$ cat config.mk
export PLATFORM = sky130hd
export DESIGN_NAME = priority_encoder_16_4
export DESIGN_NICKNAME = d
export VERILOG_FILES = /design/src/rtl/priority_encoder_16_4.sv
export SDC_FILE = /design/constraint.sdc
export NUM_CORES = 1
export LEC_CHECK = 0
export CORE_MARGIN = 2
export CORE_UTILIZATION = 40
export CTS_CLUSTER_DIAMETER = 100
export DETAILED_ROUTE_END_ITERATION = 6
export PLACE_DENSITY_LB_ADDON = 0.3
export SLEW_MARGIN = 30
export SYNTH_ARGS = -nofsm -noshare
export SYNTH_HDL_FRONTEND = slang
export SYNTH_SLANG_ARGS = --single-unit
$ cat constraint.sdc
create_clock -name clk -period 3.9 [get_ports clk]
set_input_delay 0.78 -clock clk [delete_from_list [all_inputs] [get_ports clk]]
set_output_delay 0.78 -clock clk [all_outputs]
set_load 0.005 [all_outputs]
$ cat src/rtl/priority_encoder_16_4.sv
// Registered 16-to-4 priority encoder: sticky pending set, lowest index first,
// codes retired one at a time through a valid/ready handshake.
module priority_encoder_16_4 (
    input  logic        clk,
    input  logic        rst,
    input  logic [15:0] d,
    input  logic        en,
    output logic [3:0]  y,
    output logic        valid,
    input  logic        ready,
    output logic [15:0] pending,
    output logic        overflow
);

    typedef enum logic {
        IDLE    = 1'b0,
        PRESENT = 1'b1
    } state_t;

    state_t      state;
    state_t      state_next;
    logic [3:0]  y_next;
    logic [15:0] set;
    logic [15:0] clr;
    logic [15:0] pending_next;
    logic        overflow_next;

    // Index of the lowest set bit; bit 0 has the highest priority.
    function automatic logic [3:0] pri(input logic [15:0] x);
        logic [3:0] r;
        r = 4'h0;
        for (int i = 15; i >= 0; i--) begin
            if (x[i]) begin
                r = 4'(i);
            end
        end
        return r;
    endfunction

    assign valid = (state == PRESENT);

    always_comb begin
        set           = en ? d : 16'h0000;
        clr           = (valid && ready) ? (16'h0001 << y) : 16'h0000;
        pending_next  = (pending & ~clr) | set;
        overflow_next = |(set & pending & ~clr);
    end

    always_comb begin
        state_next = state;
        y_next     = y;
        case (state)
            IDLE: begin
                if (pending_next != 16'h0000) begin
                    state_next = PRESENT;
                    y_next     = pri(pending_next);
                end
            end
            PRESENT: begin
                // Only an acceptance may move y, so late higher-priority
                // requests wait their turn instead of preempting.
                if (ready) begin
                    if (pending_next != 16'h0000) begin
                        y_next = pri(pending_next);
                    end else begin
                        state_next = IDLE;
                    end
                end
            end
            default: begin
                state_next = IDLE;
            end
        endcase
    end

    always_ff @(posedge clk) begin
        if (rst) begin
            state    <= IDLE;
            y        <= 4'h0;
            pending  <= 16'h0000;
            overflow <= 1'b0;
        end else begin
            state    <= state_next;
            y        <= y_next;
            pending  <= pending_next;
            overflow <= overflow_next;
        end
    end

endmodule

==> impl_metrics.py, run 1 <==
metrics = {
    "status": {
        "status": "finished clean",
    },
    "timing": {
        "rsz0062_at_grt": "false",
        "period_share_pct": 83.1,
        "worstMarginPinSlew_ns": 0.839,
        "timing.slew.headroom_pct": 43.9,
        "hold_viol_final": 0,
        "period_needed_ns": 3.24,
        "fin_skew_ns": 0.0115,
        "holdWs_ns": 0.549,
        "setup_viol": 0,
        "setup_ws_ns": 0.661,
        "fin_tns_setup_ns": 0,
        "timing.final.max_slew_violations": 0,
        "fmax_mhz": 309,
    },
    "place": {
        "io_buffers": 41,
        "dp_hpwl_um": 3390,
        "place_area_um2": 1860,
        "place_congestion": 0.877,
        "pre_cts_slack_ns": 0.406,
    },
    "floorplanning": {
        "num_rows": 21,
        "initial_core_util_pct": 41.8,
        "io_pins": 42,
        "die_area_um2": 3970,
        "fp.dieH_um": 63.0,
        "die_w_um": 63.0,
        "core_area_um2": 3340,
    },
    "routing": {
        "via_per_inst": 6.08,
        "vias": 1592,
        "wl_per_cell_um": 17.2,
        "drt_iter0_drc": 92,
        "dr.pass1.iters": 5,
        "ant_nets": 0,
        "drc_errors": 0,
        "routed_wl_um": 4500,
    },
    "yosys": {
        "synth.yosys.seq_area_share_pct": 31.6,
        "synth-seq-cells": 22,
        "ys.flop_type": "dfxtp_1",
        "yosys.area.top_type": "dfxtp_1",
        "yosysWarnings": 0,
        "synth_area_leaders": "dfxtp_1, a21oi_1, nand2_1",
        "synth_edf_count": 0,
        "yosysTopAreaCellShare_pct": 31.6,
        "netlist_area_um2": 1390,
        "netlist_instances": 174,
        "avgSynthCellArea_um2": 8.01,
        "yosysUniqueCellTypes": 47,
        "synthArstFlopShare_pct": 0,
        "syn-num-nets": 194,
    },
    "critical_path": {
        "crit_type": "primary input to register",
        "path_max_fanout": 9,
        "reg2reg_depth": 7,
        "startpoint": "ready",
        "crit_arrival_ns": 3.47,
        "r2r_end": "y[1]",
        "crit_end": "y[1]",
        "cp-start-kind": "primary input",
        "end_kind": "register",
        "required_ns": 4.13,
        "timing.rr.start": "y[1]",
        "rrSetupSlack_ns": 0.94,
    },
    "clocking": {
        "htreeDepth": 1,
        "cts_buffer_depth": 2,
        "post_cts_resized": 0,
        "cts.clk_slew.worst_paths_ns": 0.14,
        "postCtsSetupRepairBufs": 0,
        "clkSinkCount": 22,
        "clk_latency_ns": 0.32,
        "clk_root_buffer_cell": "clkbuf_4",
        "holdBufCountCts": 0,
        "cts_tree": "done",
        "numCtsBuffers": 3,
    },
    "final_layout": {
        "syn_to_final_growth_pct": 36.3,
        "regArea_um2": 440,
        "n_fill_cell": 330,
        "antenna_cells": 0,
        "nNetsFinal": 237,
        "drive_above_1_share_pct": 7.87,
        "final_area_um2": 1900,
        "utilization_pct": 56.9,
        "multi_input_area_um2": 898,
    },
    "grt": {
        "grt_pass1_vias": 1527,
        "grt_pass1_wl_um": 7390,
        "grt.overflow.total": 0,
        "grt_max_degree": 24,
        "grt_use_total_pct": 23.3,
        "antenna_found_initial": 0,
    },
    "flow_run": {
        "drv_cap": 0,
    },
    "worst_hold_path": {
        "hold_path.class": "register to register",
    },
    "pwr": {
        "leakagePower_uw": 0.000698,
        "powerDensity_nw_per_um2": 309,
        "ir_drop_uv": 170,
    },
}
how the worst min path moves through the flow:
stage | from | end | slack [ns] | cells after the start
2_1_floorplan | pending[4] | pending[4] | 0.52 | 2
3_3_place_gp | pending[4] | pending[4] | 0.52 | 2
3_5_place_dp | pending[4] | pending[4] | 0.53 | 2
4_1_cts | pending[4] | pending[4] | 0.55 | 2
5_1_grt | pending[4] | pending[4] | 0.60 | 2
6_report | pending[4] | pending[4] | 0.55 | 2
layer usage:
metal	vias to the layer above	track usage, %	wire length [um]	part of all wire [%]
li1	753	-	-	-
met3	18	6.13	342	7.6
met5	-	0	0	0
met2	91	36.0	2080	46
met4	0	8.06	128	2.8
met1	730	31.3	1940	43
layout make-up:
cell class / count / area share, %
repair buffers: 45 / 23.2
flip-flops and latches: 22 / 23.2
multi-input cells: 138 / 47.3
inverters: 7 / 1.38
well taps: 46 / 3.03
clock buffers: 4 / 1.91
placed cells by master, fill, tap and decap left out, drive strengths merged, types with 2 or more instances in the layout:
cell,count
nand4b,3
nor2,17
o21a,4
a2111oi,2
o21ai,7
clkdlybuf4s50,41
buf,4
dfxtp,22
a31oi,3
a21boi,5
o41ai,3
nor3,3
o211ai,5
clkbuf,4
and2,4
a21oi,15
nand3,11
nand4,2
inv,7
a21o,2
o2111ai,2
a221oi,4
o221ai,2
o31ai,4
nand4bb,2
nand2,19
nand2b,4
sequential cells by signal (all words and copies together), names as in the netlist:
| register | cells |
|---|---|
| valid | 1 |
| y | 4 |
| pending | 16 |
| overflow | 1 |
worst max-delay path: stages:
cell and delay, ns:
clkdlybuf4s50_1 0.61, nand4_1 0.25, a221oi_1 0.62, nand3_2 0.22, nor4_4 0.35, a31oi_1 0.18
or3b_1 0.39, o41ai_1 0.07
cells by family (layout without fill, tap and decap cells):
group,count (synthesis),count (layout),share of synthesized area (%)
flip-flops,22,22,31.6
AO/OA/AOI/OAI,65,65,34.9
AND/OR/NAND/NOR,73,73,29.5
buffers and inverters,14,56,3.95
cell usage after synthesis, drive strengths merged (4+ instances only):
| cell type | number |
|---|---|
| a21boi | 5 |
| nand3 | 11 |
| a21oi | 15 |
| o211ai | 5 |
| o21a | 4 |
| o21ai | 7 |
| clkbuf | 4 |
| a221oi | 4 |
| nand2b | 4 |
| nor2 | 17 |
| and2 | 4 |
| nand2 | 19 |
| o31ai | 4 |
| inv | 7 |
| dfxtp | 22 |
per-stage QoR:
step / instances / power (uW)
global placement: 258 / 452
detailed placement: 258 / 456
finish: 262 / 586
floorplan: 174 / 365
global route: 262 / 616
CTS: 262 / 585
where the power goes:
group	switching (uW)	internal, uW
combinational	89.5	95.1
clock	74.0	57.1
sequential	27.8	243
total	191	395
Power figures use the tool's default switching activity.
==> run 2, diff against run 1 <==
==> constraint.sdc (replaced) <==
create_clock -name clk -period 2.8 [get_ports clk]
set_input_delay 0.56 -clock clk [delete_from_list [all_inputs] [get_ports clk]]
set_output_delay 0.56 -clock clk [all_outputs]
set_load 0.005 [all_outputs]
==> impl_metrics.py, run 2 (synthesized netlist as in run 1, its figures left out) <==
metrics = {
    "grt": {
        "grt_use_total_pct": 24.6,
        "grt_max_degree": 19,
        "grt_pass1_vias": 1657,
        "grt_pass1_wl_um": 7850,
        "grt.overflow.total": 0,
        "antenna_found_initial": 0,
    },
    "final_layout": {
        "antenna_cells": 0,
        "instances_no_fill": 290,
        "largest_register_ffs": 16,
        "nNetsFinal": 265,
        "final_common_cell": "clkdlybuf4s50_1",
        "utilization_pct": 64.3,
        "syn_to_final_growth_pct": 53.9,
        "final_cell_mix": "clkdlybuf4s50_1, buf_4, dfxtp_1",
        "regMostFlops": "pending",
        "reg_top3": "pending x16, y x4",
        "drive_above_1_share_pct": 20.1,
    },
    "timing": {
        "timing.final.max_slew_violations": 0,
        "hold_viol_final": 0,
        "setup_ws_ns": 0.161,
        "fmax_mhz": 379,
        "worstMarginPinSlew_ns": 0.705,
        "rsz0062_at_grt": "false",
        "fin_skew_ns": 0.00201,
        "setup_viol": 0,
        "period_share_pct": 94.2,
        "period_needed_ns": 2.64,
        "timing.slew.headroom_pct": 52.9,
    },
    "status": {
        "status": "finished clean",
    },
    "critical_path": {
        "path_max_fanout": 18,
        "crit_type": "register to register",
        "end_kind": "register",
        "required_ns": 2.99,
        "crit_arrival_ns": 2.83,
        "cp-start-kind": "register",
    },
    "pwr": {
        "powerDensity_nw_per_um2": 406,
        "leakagePower_uw": 0.000844,
        "fin_total_pwr_uw": 871,
        "ir_drop_uv": 206,
    },
    "routing": {
        "dr.pass1.iters": 6,
        "drc_errors": 0,
        "vias": 1736,
        "via_per_inst": 5.99,
        "ant_nets": 0,
        "wl_per_cell_um": 17.3,
        "drt_iter0_drc": 171,
        "routed_wl_um": 5000,
    },
    "clocking": {
        "cts.clk_slew.worst_paths_ns": 0.13,
        "clk_root_buffer_cell": "clkbuf_4",
        "clkSinkCount": 22,
        "cts_buffer_depth": 2,
        "htreeDepth": 1,
        "clk_latency_ns": 0.31,
        "cts_tree": "done",
        "numCtsBuffers": 3,
    },
    "floorplanning": {
        "die_area_um2": 3970,
        "num_rows": 21,
        "initial_core_util_pct": 41.8,
        "io_pins": 42,
        "core_area_um2": 3340,
        "die_w_um": 63.0,
        "fp.dieH_um": 63.0,
    },
    "worst_hold_path": {
        "hold_path.class": "register to register",
    },
    "place": {
        "pre_cts_slack_ns": -0.173,
        "io_buffers": 41,
        "dp_hpwl_um": 3730,
        "place_congestion": 0.918,
        "placed_cells": 285,
    },
    "flow_run": {
        "drv_cap": 0,
    },
}
## run 2: cell count changes in the layout (fill, tap and decap cells not counted), sizes merged
cell and change:
clkdlybuf4s50 -1, buf +28, dlymetal6s2s +1
## run 2: worst paths after layout
| kind | start | endpoint | slack, ns | cells after the start |
|---|---|---|---|---|
| max reg2reg | y[0] | y[1] | 0.16 | 7 |
| max | y[0] | y[1] | 0.16 | 7 |
| min reg2reg | pending[4] | pending[4] | 0.55 | 2 |
| min | pending[4] | pending[4] | 0.55 | 2 |
## run 2: final cells by class
class	instances	area, um2
fillers	302	1190
multi-input cells	138	932
repair buffers	73	653
clock buffers	4	36.3
well taps	46	57.6
inverters	7	26.3
flip-flops and latches	22	440
## run 2: power breakdown
part           switching, uW  internal [uW]  total, uW
Combinational            142            170        312
Sequential              38.2            338        377
Clock                    104           79.5        183
## run 2: critical path: stages, from the launching register on
cell and delay, ns:
dfxtp_1 0.80, a21boi_0 0.25, a2111oi_2 0.38, nand3_1 0.23, nor4_4 0.20, a31oi_1 0.16, or3b_1 0.40, o41ai_1 0.10
## run 2: repair_timing
| item | in CTS | in global routing |
|---|---|---|
| setup buffers | 0 | 1 |
| resized for setup | 0 | 7 |
| endpoints found under the setup margin | 0 | 1 |
| hold buffers | 0 | 0 |
## run 2: routing by layer
layer	vias to the layer above	part of all wire, %	track usage [%]
li1	807	-	-
met4	0	1.6	7.22
met2	93	49	42.2
met5	-	0	0
met1	825	41	31.6
met3	11	7.6	3.96
## run 2: per-stage QoR
step                      hold WS [ns]  setup TNS (ns)  instance area, um2
after floorplan                  0.518               0                1390
after global placement           0.531          -0.136                2070
after detailed placement         0.549          -0.297                2070
after CTS                        0.568               0                2100
after global routing             0.562               0                2150
final                            0.548               0                2150
